[src/rtl/sine_period_meter_if.sv]
// Sample stream in, period/amplitude measurement out, for sine_period_meter.
// The source drives the master side; the meter sits on the slave side.
interface sine_period_meter_if #(
   parameter int N     = 7,
   parameter int CNT_W = 16
);
   logic [N:0]       sin_in;
   logic             sin_valid;
   logic [CNT_W-1:0] period;
   logic [N:0]       peak;
   logic [N:0]       trough;
   logic             meas_valid;
   logic             locked;
   logic             overflow;

   modport master (
      output sin_in, sin_valid,
      input  period, peak, trough, meas_valid, locked, overflow
   );

   modport slave (
      input  sin_in, sin_valid,
      output period, peak, trough, meas_valid, locked, overflow
   );
endinterface

[src/rtl/sine_period_meter.sv]
// Rising mid-scale crossing detector with hysteresis; measures the period in
// valid samples and the peak/trough of each complete period.
module sine_period_meter #(
   parameter int N     = 7,
   parameter int CNT_W = 16,
   parameter int HYST  = 4
) (
   input  logic               clk,
   input  logic               rst,
   sine_period_meter_if.slave bus
);
   localparam int W = N + 1;
   localparam logic [N:0]       LO      = W'((2 ** N) - HYST);
   localparam logic [N:0]       HI      = W'((2 ** N) + HYST);
   localparam logic [CNT_W-1:0] CNT_MAX = '1;

   typedef enum logic [1:0] {SEEK, ARM, RUN_HI, RUN_LO} state_t;

   state_t           state, state_n;
   logic [CNT_W-1:0] cnt;
   logic [N:0]       run_max, run_min;
   logic             start, advance, measure, saturate;
   logic             low, high;

   function automatic logic [N:0] smax(input logic [N:0] a, input logic [N:0] b);
      return (a > b) ? a : b;
   endfunction

   function automatic logic [N:0] smin(input logic [N:0] a, input logic [N:0] b);
      return (a < b) ? a : b;
   endfunction

   assign low  = (bus.sin_in <= LO);
   assign high = (bus.sin_in >= HI);

   always_ff @(posedge clk) begin
      if (rst) state <= SEEK;
      else     state <= state_n;
   end

   // Next state and datapath strobes; only valid samples can move anything.
   always_comb begin
      state_n  = state;
      start    = 1'b0;
      advance  = 1'b0;
      measure  = 1'b0;
      saturate = 1'b0;
      if (bus.sin_valid) begin
         unique case (state)
            SEEK: if (low) state_n = ARM;
            ARM: begin
               if (high) begin
                  start   = 1'b1;
                  state_n = RUN_HI;
               end
            end
            RUN_HI: begin
               if (cnt == CNT_MAX) begin
                  saturate = 1'b1;
                  state_n  = SEEK;
               end else begin
                  advance = 1'b1;
                  if (low) state_n = RUN_LO;
               end
            end
            RUN_LO: begin
               if (high) begin
                  measure = 1'b1;
                  start   = 1'b1;
                  state_n = RUN_HI;
               end else if (cnt == CNT_MAX) begin
                  saturate = 1'b1;
                  state_n  = SEEK;
               end else begin
                  advance = 1'b1;
               end
            end
            default: state_n = SEEK;
         endcase
      end
   end

   always_ff @(posedge clk) begin
      if (rst) begin
         cnt            <= '0;
         run_max        <= '0;
         run_min        <= '1;
         bus.period     <= '0;
         bus.peak       <= '0;
         bus.trough     <= '1;
         bus.meas_valid <= 1'b0;
         bus.locked     <= 1'b0;
         bus.overflow   <= 1'b0;
      end else begin
         bus.meas_valid <= measure;
         if (measure) begin
            bus.period <= cnt;
            bus.peak   <= run_max;
            bus.trough <= run_min;
            bus.locked <= 1'b1;
         end
         if (saturate) begin
            bus.overflow <= 1'b1;
            bus.locked   <= 1'b0;
         end
         // The crossing sample opens the next period, so it seeds cnt and min/max.
         if (start) begin
            cnt     <= CNT_W'(1);
            run_max <= bus.sin_in;
            run_min <= bus.sin_in;
         end else if (advance) begin
            cnt     <= cnt + CNT_W'(1);
            run_max <= smax(run_max, bus.sin_in);
            run_min <= smin(run_min, bus.sin_in);
         end
      end
   end
endmodule

[src/flat_wrapper.sv]
// flat-port wrapper written by rule: the top's interface ports become plain ports
module sine_period_meter_flat 
#(
   parameter int N     = 7,
   parameter int CNT_W = 16,
   parameter int HYST  = 4
)
  (clk, rst, bus_sin_in, bus_sin_valid, bus_period, bus_peak, bus_trough, bus_meas_valid, bus_locked, bus_overflow);
  sine_period_meter_if #(.N(N), .CNT_W(CNT_W)) bus_i ();
  input  logic clk;
  input  logic rst;
  input wire logic [$bits(bus_i.sin_in)-1:0] bus_sin_in;
  input wire logic [$bits(bus_i.sin_valid)-1:0] bus_sin_valid;
  output wire logic [$bits(bus_i.period)-1:0] bus_period;
  output wire logic [$bits(bus_i.peak)-1:0] bus_peak;
  output wire logic [$bits(bus_i.trough)-1:0] bus_trough;
  output wire logic [$bits(bus_i.meas_valid)-1:0] bus_meas_valid;
  output wire logic [$bits(bus_i.locked)-1:0] bus_locked;
  output wire logic [$bits(bus_i.overflow)-1:0] bus_overflow;
  assign bus_i.sin_in = bus_sin_in;
  assign bus_i.sin_valid = bus_sin_valid;
  assign bus_period = bus_i.period;
  assign bus_peak = bus_i.peak;
  assign bus_trough = bus_i.trough;
  assign bus_meas_valid = bus_i.meas_valid;
  assign bus_locked = bus_i.locked;
  assign bus_overflow = bus_i.overflow;
  sine_period_meter #(.N(N), .CNT_W(CNT_W), .HYST(HYST)) u_core (.clk(clk), .rst(rst), .bus(bus_i));
endmodule
[config.mk]
export PLATFORM = sky130hd
export DESIGN_NAME = sine_period_meter_flat
export DESIGN_NICKNAME = d
export VERILOG_FILES = /design/src/rtl/sine_period_meter_if.sv /design/src/rtl/sine_period_meter.sv /design/src/flat_wrapper.sv
export SDC_FILE = /design/constraint.sdc
export NUM_CORES = 1
export LEC_CHECK = 0
export ABC_AREA = 0
export CORE_UTILIZATION = 54
export DETAILED_ROUTE_END_ITERATION = 7
export PLACE_DENSITY = 0.88
export SKIP_CTS_REPAIR_TIMING = 1
export SLEW_MARGIN = 25
export SYNTH_ARGS = -nofsm -noshare
export SYNTH_HDL_FRONTEND = slang
export SYNTH_SLANG_ARGS = --single-unit
[constraint.sdc]
create_clock -name clk -period 2.9 [get_ports clk]
set_clock_uncertainty 0.15 [all_clocks]
set_input_delay 0.58 -clock clk [delete_from_list [all_inputs] [get_ports clk]]
set_output_delay 0.58 -clock clk [all_outputs]
set_load 0.05 [all_outputs]
### After elaboration in Yosys (flattened, before gate mapping)

Cells that the tools add are included.

* register bits after elaboration: 69
* logic and storage cells: 62
* input port bits: 11
* output and inout bits: 35

* eq/ne operators: 10
* multiplexer cells: 28
* reductions and logical operators: 8
* add/sub/neg operators: 1
* magnitude comparators: 4

Operators by type and width (count)
* 8-bit 2-to-1 mux: 6
* 16-bit by 1-bit adder with 16-bit output (second input constant): 1
* 16-bit equality test (second input constant): 1
* 1-bit 2-to-1 mux: 13
* 2-bit 2-to-1 mux: 6
* 8-bit greater-or-equal comparator (second input constant): 1
* 8-bit > comparator: 1
* 8-bit by 7-bit <= comparator with 1-bit output (second input constant): 1
* 8-bit less-than comparator: 1
* 2-bit by 1-bit inequality test with 1-bit output (second input constant): 4
* 2-bit one-hot mux with 4 select lines: 1
* 3-bit by 1-bit inequality test with 1-bit output (second input constant): 2
* 2-bit OR reduction: 3
* 5-bit AND reduction: 1
* 2-bit equality test (second input constant): 2
* 1-bit one-hot mux with 2 select lines: 2
* 2-bit AND reduction: 2
* 2-bit by 1-bit equality test with 1-bit output (second input constant): 1
* 2-bit zero test: 1
* 2-bit nonzero test: 1

### Logic depth before layout (Yosys ltp)

Gate-level depths: netlist (run 1).

* word-level depth: 7
* depth in mapped cells: 8
* gate-level depth less buffers: 7

### Least setup slack after synthesis (run 1)

Ideal clock, no wire load.

* path type: input port to flip-flop
* start point: input bus_sin_in[4]
* end point: register u_core.cnt[7]
* stages: 5
* data required time: 2.680 ns
* path slack: 0.487 ns
* arrival time: 2.193 ns
* path buffers: 0
* cells stage by stage: or4_4 -> o211a_4 -> or3_4 -> or3_1 -> a21oi_1

* cells in the longest elaborated chain, start to end: 5
* elaborated cells between the ends (all ways): 8
* those cells by class: order compare (1); mux (6); reduce/logical (1)

RTL lines
* from (decl): line flat_wrapper.sv:12 `input wire logic [$bits(bus_i.sin_in)-1:0] bus_sin_in;`
* 8-bit greater-or-equal comparator (*): line sine_period_meter.sv:34 `assign high = (bus.sin_in >= HI);`
* 1-bit 2-to-1 mux: line sine_period_meter.sv:52, sine_period_meter.sv:67
* 1-bit 2-to-1 mux
* 1-bit 2-to-1 mux: line sine_period_meter.sv:48 `if (bus.sin_valid) begin`
* 2-bit OR reduction (no source line)
* to (signal assigned): line sine_period_meter.sv:112 `cnt <= cnt + CNT_W'(1);`
* to (decl): line sine_period_meter.sv:20 `logic [CNT_W-1:0] cnt;`

Mark *: on every way between the ends. The rest lies on a longest branch, timed or not.
A chain may end at the register's enable or synchronous reset.

### Worst setup path after layout (run 1)

* start point: input bus_sin_in[5]
* end point: register u_core.cnt[7]

Same word-level chain as after synthesis.

==> flow_summary_export.csv, run 1 <==
group,metric,value,unit
logic_synthesis,yosys.cell_count.top_type,"nand2_1",
finish,fillers,431,
logic_synthesis,syn-num-nets,394,
cts,htreeDepth,3,
timing,rsz0062_at_grt,"false",
worst_setup_path,cp.arrival,2790,ps
placed_design,portBuffers,45,
logic_synthesis,ys_warn_count,0,
cts,cts_root_buf,"clkbuf_8",
logic_synthesis,yosysSeqAreaShare,44.5,%
floorplanning,ios,46,
floorplanning,core_area,0.00554,sq mm
timing,setup_viol,0,
logic_synthesis,syn_area,0.00311,sq mm
hold_path,hold_path_depth,2,
cts,clock-sinks,69,
pwr,power.density,466,mW/mm^2
worst_setup_path,required,3020,ps
job,drv_cap,0,
timing,final_hold_viol_count,0,
finish,fin_area,0.00393,sq mm
timing,tightest_slew,520,ps
floorplanning,initial_core_util,56.1,%
logic_synthesis,yosys_register_bits,69,
floorplanning,dieHeight,77.9,um
timing,slew_headroom,65.2,%
placed_design,place.gp.congestion,0.815,
grt,grt_use_total,25.9,%
logic_synthesis,async_flop_share,0,%
finish,drive_gt1_share,9.30,%
logic_synthesis,synthTopCellsByCount,"nand2_1 (74), dfxtp_1 (69), nor2_1 (36)",
logic_synthesis,syn_inst,367,
worst_setup_path,critPathMaxFanout,6,
routing,dr.pass1.iters,4,
hold_path,hold_path.class,"reg2reg",
worst_setup_path,reg2reg_depth,7,
pwr,ir_drop,0.000280,V
logic_synthesis,synth_area_leader_cell,"dfxtp_1",
cts,clockBufferDepth,2,
grt,grt_overflow_total,0,
routing,wl_per_cell,14.2,um
cts,path_clk_slew,60,ps
worst_setup_path,worstSetupPathType,"in2reg",
finish,n_antenna_cell,0,
floorplanning,rows,27,
placed_design,detailed_place_hpwl,5100,um
floorplanning,die_area,0.00606,sq mm
logic_synthesis,synth_edf_count,0,
logic_synthesis,ys_top_cells_by_area,"dfxtp_1 (44%), nand2_1 (8.9%), ha_1 (6.4%)",
timing,fin_crit,2670,ps
run_status,status,"complete, no violations",
cts,tritoncts,"built",
grt,grt_pass1_wl,12200,um
placed_design,post_dp_cell_area,0.00375,sq mm
routing,drt_iter0_markers,166,
cts,insertion_delay,350,ps
worst_setup_path,crit_path_start_kind,"input port",
cts,cts_made_buffers,9,
grt,grt_antenna_before_repair,0,
pwr,cellLeakagePower,1.51,nW
floorplanning,die_w,77.9,um
logic_synthesis,synthFlopType,"dfxtp_1",
grt,grt_pass1_vias,2749,
logic_synthesis,synth_top_area_share,44.5,%
routing,via_per_inst,5.53,
worst_setup_path,cp-end-kind,"flip-flop",
logic_synthesis,syn-mean-instance-area,8.47,sq um
grt,grt_max_degree,57,
finish,synthToLayoutAreaGrowth,26.5,%
routing,vias,2774,
routing,drcViolationCount,0,
timing,period_share,92.1,%
logic_synthesis,synth.distinct_cells,36,
timing,fmax,375,MHz
finish,nNetsFinal,453,
pwr,total_power,1.83,mW
routing,ant_nets,0,
timing,slew_viol_final,0,
routing,wl,7140,um
worst paths after layout:
| kind | startpoint | end | slack, ps |
|---|---|---|---|
| setup reg to reg | u_core.cnt[11] | u_core.run_min[1] | 630 |
| setup / recovery | bus_sin_in[5] | u_core.cnt[7] | 230 |
| hold reg to reg | u_core.bus.period[3] | u_core.bus.period[3] | 300 |
| hold / removal | u_core.bus.period[3] | u_core.bus.period[3] | 300 |
routing by layer:
metal	track usage [%]	up-vias	wire length, um
met1	28.7	1313	3000
met4	11.1	0	153
met2	46.5	76	3670
li1	-	1369	-
met3	6.59	16	322
met5	0	-	0
registers in the layout, summed over array words and instances (netlist names):
register               count
u_core.bus.period         16
u_core.cnt                16
u_core.bus.peak            8
u_core.bus.trough          8
u_core.run_max             8
u_core.run_min             8
u_core.state               2
u_core.bus.locked          1
u_core.bus.meas_valid      1
u_core.bus.overflow        1
cell type report:
cell class,count,area [sq um],area share [%]
clock buffer,14,173,4.39
multi-input combinational,272,1630,41.5
sequential,69,1380,35.2
clock inverter,1,5.00,0.127
timing repair buffer,64,613,15.6
tap,72,90.1,2.29
inverter,10,37.5,0.955
where the power goes:
group / switching [mW] / total, mW / internal, mW
combinational: 0.0788 / 0.148 / 0.0691
clock: 0.336 / 0.711 / 0.375
sequential: 0.0118 / 0.971 / 0.959
metrics by stage:
stage	hold WS (ps)	utilization, %	instances	setup slack [ps]	TNS (ps)
finish	304	70.9	502	230	0
global route	325	70.9	502	179	0
CTS	306	70.9	502	292	0
detailed placement	297	67.7	487	-68.2	-332
global placement	292	67.7	487	-7.81	-15.3
floorplan	295	-	367	487	0
worst max-delay path, cell delays in order:
cell and delay, ps:
clkdlybuf4s50_1 470, or4_4 530, o211a_4 290, or3_4 420, or3_1 330, a21oi_1 160
cell families (layout without fill, tap and decap cells):
group,count (synthesis),count (layout),synth area share [%]
flops,69,69,44.5
xor+xnor,10,10,2.82
fa+ha+maj,16,16,6.44
buf+inv,26,89,3.18
simple gates,172,172,27.0
compound gates,57,57,10.6
mux,17,17,5.48
layout by cell type, fill, tap and decap left out, types with 4 or more instances in the layout:
cell,n
a21oi_1,34
and4_1,4
buf_4,17
clkbuf_8,12
clkdlybuf4s50_1,44
dfxtp_1,69
ha_1,16
inv_1,10
mux2i_1,17
nand2_1,74
nand2b_1,17
nand3_1,9
nand3b_1,8
nand4_1,9
nor2_1,35
o21ai_0,9
or3_1,5
xor2_1,7
Power figures use the tool's default switching activity.
==> inputs of run 2 (changes only) <==
--- a/config.mk
+++ b/config.mk
@@ -6,9 +6,10 @@
 export NUM_CORES = 1
 export LEC_CHECK = 0
 export ABC_AREA = 0
-export CORE_UTILIZATION = 54
+export CORE_UTILIZATION = 40
 export DETAILED_ROUTE_END_ITERATION = 7
-export PLACE_DENSITY = 0.88
+export GPL_ROUTABILITY_DRIVEN = 0
+export PLACE_DENSITY = 0.7
 export SKIP_CTS_REPAIR_TIMING = 1
 export SLEW_MARGIN = 25
 export SYNTH_ARGS = -nofsm -noshare
==> flow_summary_export.csv, run 2 (synthesized netlist as in run 1, its figures left out) <==
group,metric,value,unit
routing,drcViolationCount,0,
timing,setup_viol,0,
routing,dr.pass1.iters,4,
cts,tritoncts,"built",
floorplanning,die_area,0.00812,sq mm
timing,whs,303,ps
placed_design,detailed_place_hpwl,5170,um
cts,path_clk_slew,70,ps
floorplanning,dieHeight,90.1,um
cts,insertion_delay,350,ps
routing,wl_per_cell,13.2,um
timing,tns,0,ps
grt,grt_pass1_vias,2649,
floorplanning,core_area,0.00737,sq mm
timing,slew_viol_final,0,
finish,reg.largest.list,"u_core.bus.period x16, u_core.cnt x16",
finish,nNetsFinal,458,
finish,final_common_cell,"nand2_1",
timing,rsz0062_at_grt,"false",
worst_setup_path,path_cells,"clkdlybuf4s50_1, or4_4, o211a_4, or3_4, or3_1, a21oi_1",
finish,synthToLayoutAreaGrowth,27.3,%
floorplanning,rows,31,
finish,drive_gt1_share,10.1,%
placed_design,portBuffers,45,
worst_setup_path,cp.arrival,2780,ps
cts,htreeDepth,3,
worst_setup_path,worstSetupPathType,"in2reg",
grt,grt_max_degree,40,
cts,cts_root_buf,"clkbuf_8",
floorplanning,initial_core_util,42.2,%
timing,slew_headroom,58.9,%
cts,cts_made_buffers,9,
grt,grt_pass1_wl,12000,um
worst_setup_path,required,3030,ps
cts,clockBufferDepth,2,
routing,drt_iter0_markers,113,
grt,grt_use_total,18.4,%
worst_setup_path,crit_path_start_kind,"input port",
timing,final_hold_viol_count,0,
finish,n_antenna_cell,0,
worst_setup_path,critPathTopFamily,"simple AND/OR/NAND/NOR gates",
routing,via_per_inst,5.13,
timing,period_share,91.4,%
pwr,ir_drop,0.000224,V
worst_setup_path,path_buf_inv,1,
routing,wl,7020,um
timing,fin_crit,2650,ps
pwr,cellLeakagePower,1.52,nW
worst_setup_path,cp-end-kind,"flip-flop",
pwr,power.density,454,mW/mm^2
routing,vias,2742,
job,drv_cap,0,
finish,final_cell_mix,"nand2_1 (74), dfxtp_1 (69), clkdlybuf4s50_1 (44), nor2_1 (35), a21oi_1 (34)",
worst_setup_path,cpPeakStageDelay,520,ps
hold_path,hold_path.class,"reg2reg",
worst_setup_path,cp_slowest_cell,"or4_4",
finish,final_util,53.7,%
timing,fmax,377,MHz
cts,clock-sinks,69,
pwr,total_power,1.79,mW
routing,ant_nets,0,
floorplanning,ios,46,
floorplanning,die_w,90.1,um
grt,grt_antenna_before_repair,0,
run_status,status,"complete, no violations",
worst_setup_path,critPathMaxFanout,6,
timing,tightest_slew,616,ps
grt,grt_overflow_total,0,
==> run 2: cell types whose count changed in the layout (fill, tap and decap cells not counted) <==
cell | previous run | this run
clkinv_2 | 1 | 2
clkbuf_1 | 2 | 3
buf_12 | 2 | 0
buf_4 | 17 | 24
clkbuf_8 | 12 | 10
==> run 2: path summary, 6_finish.rpt <==
check,startpoint,slack [ps],cells after the start,endpoint
worst max register to register,u_core.cnt[0],680,9,u_core.run_max[4]
worst min-delay path,u_core.bus.period[5],300,2,u_core.bus.period[5]
worst max-delay path,bus_sin_in[5],250,6,u_core.cnt[7]
worst min register to register,u_core.bus.period[5],300,2,u_core.bus.period[5]
==> run 2: per-layer routing <==
layer	track usage (%)	share of wire [%]	vias to the layer above	routed length (um)
met3	3.89	3.2	15	228
met5	0	0	-	0
li1	-	-	1386	-
met4	8.47	1.8	0	127
met1	22.0	46	1290	3230
met2	31.6	49	51	3440
==> run 2: power by group <==
| group | internal [mW] | leakage (nW) | switching [mW] |
|---|---|---|---|
| clock network | 0.327 | 0.0833 | 0.353 |
| logic | 0.0679 | 0.875 | 0.0765 |
| registers | 0.959 | 0.557 | 0.0111 |
| total | 1.35 | 1.52 | 0.440 |
==> run 2: stage by stage <==
stage / worst slack, ps / cells / area, sq um
after floorplan: 487 / 367 / 3110
after CTS: 261 / 534 / 3960
after global routing: 124 / 534 / 3960
after global placement: -16.7 / 519 / 3800
after detailed placement: -106 / 519 / 3800
final: 251 / 534 / 3960
==> run 2: cell type report <==
cell class	count	area (sq um)
Inverter	10	37.5
Fill cell	714	3410
Sequential cell	69	1380
Clock inverter	2	10.0
Clock buffer	13	149
Tap cell	99	124
Multi-Input combinational cell	272	1630
Timing Repair Buffer	69	626
==> run 2: worst min-delay path: cells and delay by family (launching register included) <==
kind,cells,cell delay [ps]
and+or+nand+nor,1,50
AOI/OAI and AO/OA,1,50
DFF,1,310
==> inputs of run 3 (changes only) <==
--- a/config.mk
+++ b/config.mk
@@ -6,10 +6,11 @@
 export NUM_CORES = 1
 export LEC_CHECK = 0
 export ABC_AREA = 0
-export CORE_UTILIZATION = 40
+export CORE_UTILIZATION = 35
+export CTS_CLUSTER_SIZE = 12
 export DETAILED_ROUTE_END_ITERATION = 7
 export GPL_ROUTABILITY_DRIVEN = 0
-export PLACE_DENSITY = 0.7
+export PLACE_DENSITY = 0.64
 export SKIP_CTS_REPAIR_TIMING = 1
 export SLEW_MARGIN = 25
 export SYNTH_ARGS = -nofsm -noshare
==> flow_summary_export.csv, run 3 (synthesized netlist as in run 1, its figures left out) <==
group,metric,value,unit
grt,grt_max_degree,58,
timing,fin_crit,2580,ps
timing,fmax,388,MHz
pwr,ir_drop,0.000234,V
timing,slew_headroom,66.0,%
grt,grt_use_total,16.8,%
placed_design,post_dp_cell_area,0.00383,sq mm
routing,ant_nets,0,
worst_setup_path,cp.arrival,2710,ps
pwr,cellLeakagePower,1.55,nW
job,drv_cap,0,
routing,drt_iter0_markers,49,
floorplanning,die_w,96.2,um
cts,clock-sinks,69,
worst_setup_path,cp-end-kind,"flip-flop",
floorplanning,die_area,0.00926,sq mm
routing,wl,6910,um
worst_setup_path,crit_path_start_kind,"input port",
worst_setup_path,path_buf_inv,1,
finish,fin_area,0.00406,sq mm
cts,path_clk_slew,70,ps
routing,wl_per_cell,12.8,um
timing,whs,304,ps
grt,grt_overflow_total,0,
hold_path,hp-start,"u_core.bus.period[4]",
worst_setup_path,path_cells,"clkdlybuf4s50_1, or4_4, o211a_4, or3_4, or3_1, a21oi_1",
cts,htreeDepth,3,
pwr,total_power,2.01,mW
hold_path,hold_path.class,"reg2reg",
worst_setup_path,r2r-end,"u_core.run_min[6]",
cts,cts_made_buffers,9,
worst_setup_path,required,3030,ps
finish,n_antenna_cell,0,
floorplanning,ios,46,
timing,setup_viol,0,
routing,vias,2651,
finish,final_cell_mix,"nand2_1 (74), dfxtp_1 (69), clkdlybuf4s50_1 (44), nor2_1 (35), a21oi_1 (34)",
routing,drcViolationCount,0,
timing,tightest_slew,509,ps
worst_setup_path,r2r_setup_slack,690,ps
worst_setup_path,cp_slowest_cell,"or4_4",
worst_setup_path,r2r_start,"u_core.cnt[9]",
floorplanning,rows,34,
finish,reg.largest.list,"u_core.bus.period x16, u_core.cnt x16",
worst_setup_path,worstSetupPathType,"in2reg",
routing,via_per_inst,4.89,
placed_design,detailed_place_hpwl,4980,um
finish,final_cells,542,
grt,grt_pass1_vias,2583,
worst_setup_path,cpPeakStageDelay,540,ps
worst_setup_path,critPathTopFamily,"simple AND/OR/NAND/NOR gates",
floorplanning,initial_core_util,36.0,%
cts,clockBufferDepth,2,
grt,grt_pass1_wl,11900,um
cts,insertion_delay,350,ps
worst_setup_path,critPathMaxFanout,6,
placed_design,dp_slack,-40.1,ps
timing,final_hold_viol_count,0,
grt,grt_antenna_before_repair,0,
cts,cts_root_buf,"clkbuf_8",
placed_design,dp.cells,526,
run_status,status,"complete, no violations",
cts,tritoncts,"built",
finish,synthToLayoutAreaGrowth,30.6,%
floorplanning,core_area,0.00864,sq mm
routing,dr.pass1.iters,4,
worst_setup_path,reg2reg_depth,7,
finish,nNetsFinal,456,
hold_path,hold_path_depth,2,
timing,slew_viol_final,0,
pwr,power.density,496,mW/mm^2
timing,fin_ws,320,ps
hold_path,whs_endpoint,"u_core.bus.period[4]",
floorplanning,dieHeight,96.2,um
timing,period_share,89.0,%
placed_design,portBuffers,45,
finish,final_common_cell,"nand2_1",
finish,drive_gt1_share,10.1,%
timing,rsz0062_at_grt,"false",
[run 3: changes by cell type in the layout (fill, tap and decap cells not counted)]
cell | before | now
buf_4 | 24 | 19
clkbuf_1 | 3 | 2
clkbuf_8 | 10 | 11
buf_12 | 0 | 3
clkinv_2 | 2 | 0
bufinv_16 | 0 | 2
clkinvlp_4 | 0 | 1
[run 3: worst max-delay path by stage]
| stage | start | to | slack [ps] | cells past startpoint |
|---|---|---|---|---|
| floorplan | bus_sin_in[4] | u_core.cnt[7] | 490 | 5 |
| global placement | bus_sin_in[4] | u_core.cnt[7] | -10 | 6 |
| detailed placement | bus_sin_in[5] | u_core.cnt[5] | -40 | 6 |
| CTS | bus_sin_in[5] | u_core.cnt[5] | 330 | 6 |
| global route | bus_sin_in[4] | u_core.cnt[5] | 240 | 6 |
| finish | bus_sin_in[2] | u_core.cnt[5] | 320 | 6 |
[run 3: worst reg2reg max path: cells and delay by family, from the launching register on]
kind | cells | cell delay (ps)
simple gates | 3 | 670
compound gates | 2 | 540
flops | 1 | 370
buf+inv | 1 | 220
mux | 1 | 190
[run 3: stage by stage]
step	util, %	setup TNS (ps)
global route	47.0	0
CTS	47.0	0
detailed placement	44.4	-91.6
global placement	44.4	-16.5
floorplan	-	0
finish	47.0	0
[run 3: power breakdown]
part	total [mW]	internal (mW)	switching, mW
Combinational	0.146	0.0694	0.0761
Clock	0.899	0.532	0.366
Sequential	0.970	0.959	0.0111
Total	2.01	1.56	0.453
[run 3: area by class of cell]
class,instances,area (sq um)
Clock buffer,13,159
Clock inverter,3,67.6
Fill cell,876,4580
Inverter,10,37.5
Multi-Input combinational cell,272,1630
Sequential cell,69,1380
Tap cell,108,135
Timing Repair Buffer,67,648
[run 3: layer usage]
| layer | global-route usage (%) | part of all wire [%] | vias up |
|---|---|---|---|
| met5 | 0 | 0 | - |
| met4 | 7.71 | 1.9 | 0 |
| met3 | 3.32 | 3.7 | 14 |
| met2 | 28.4 | 48 | 54 |
| met1 | 20.6 | 46 | 1204 |
| li1 | - | - | 1379 |
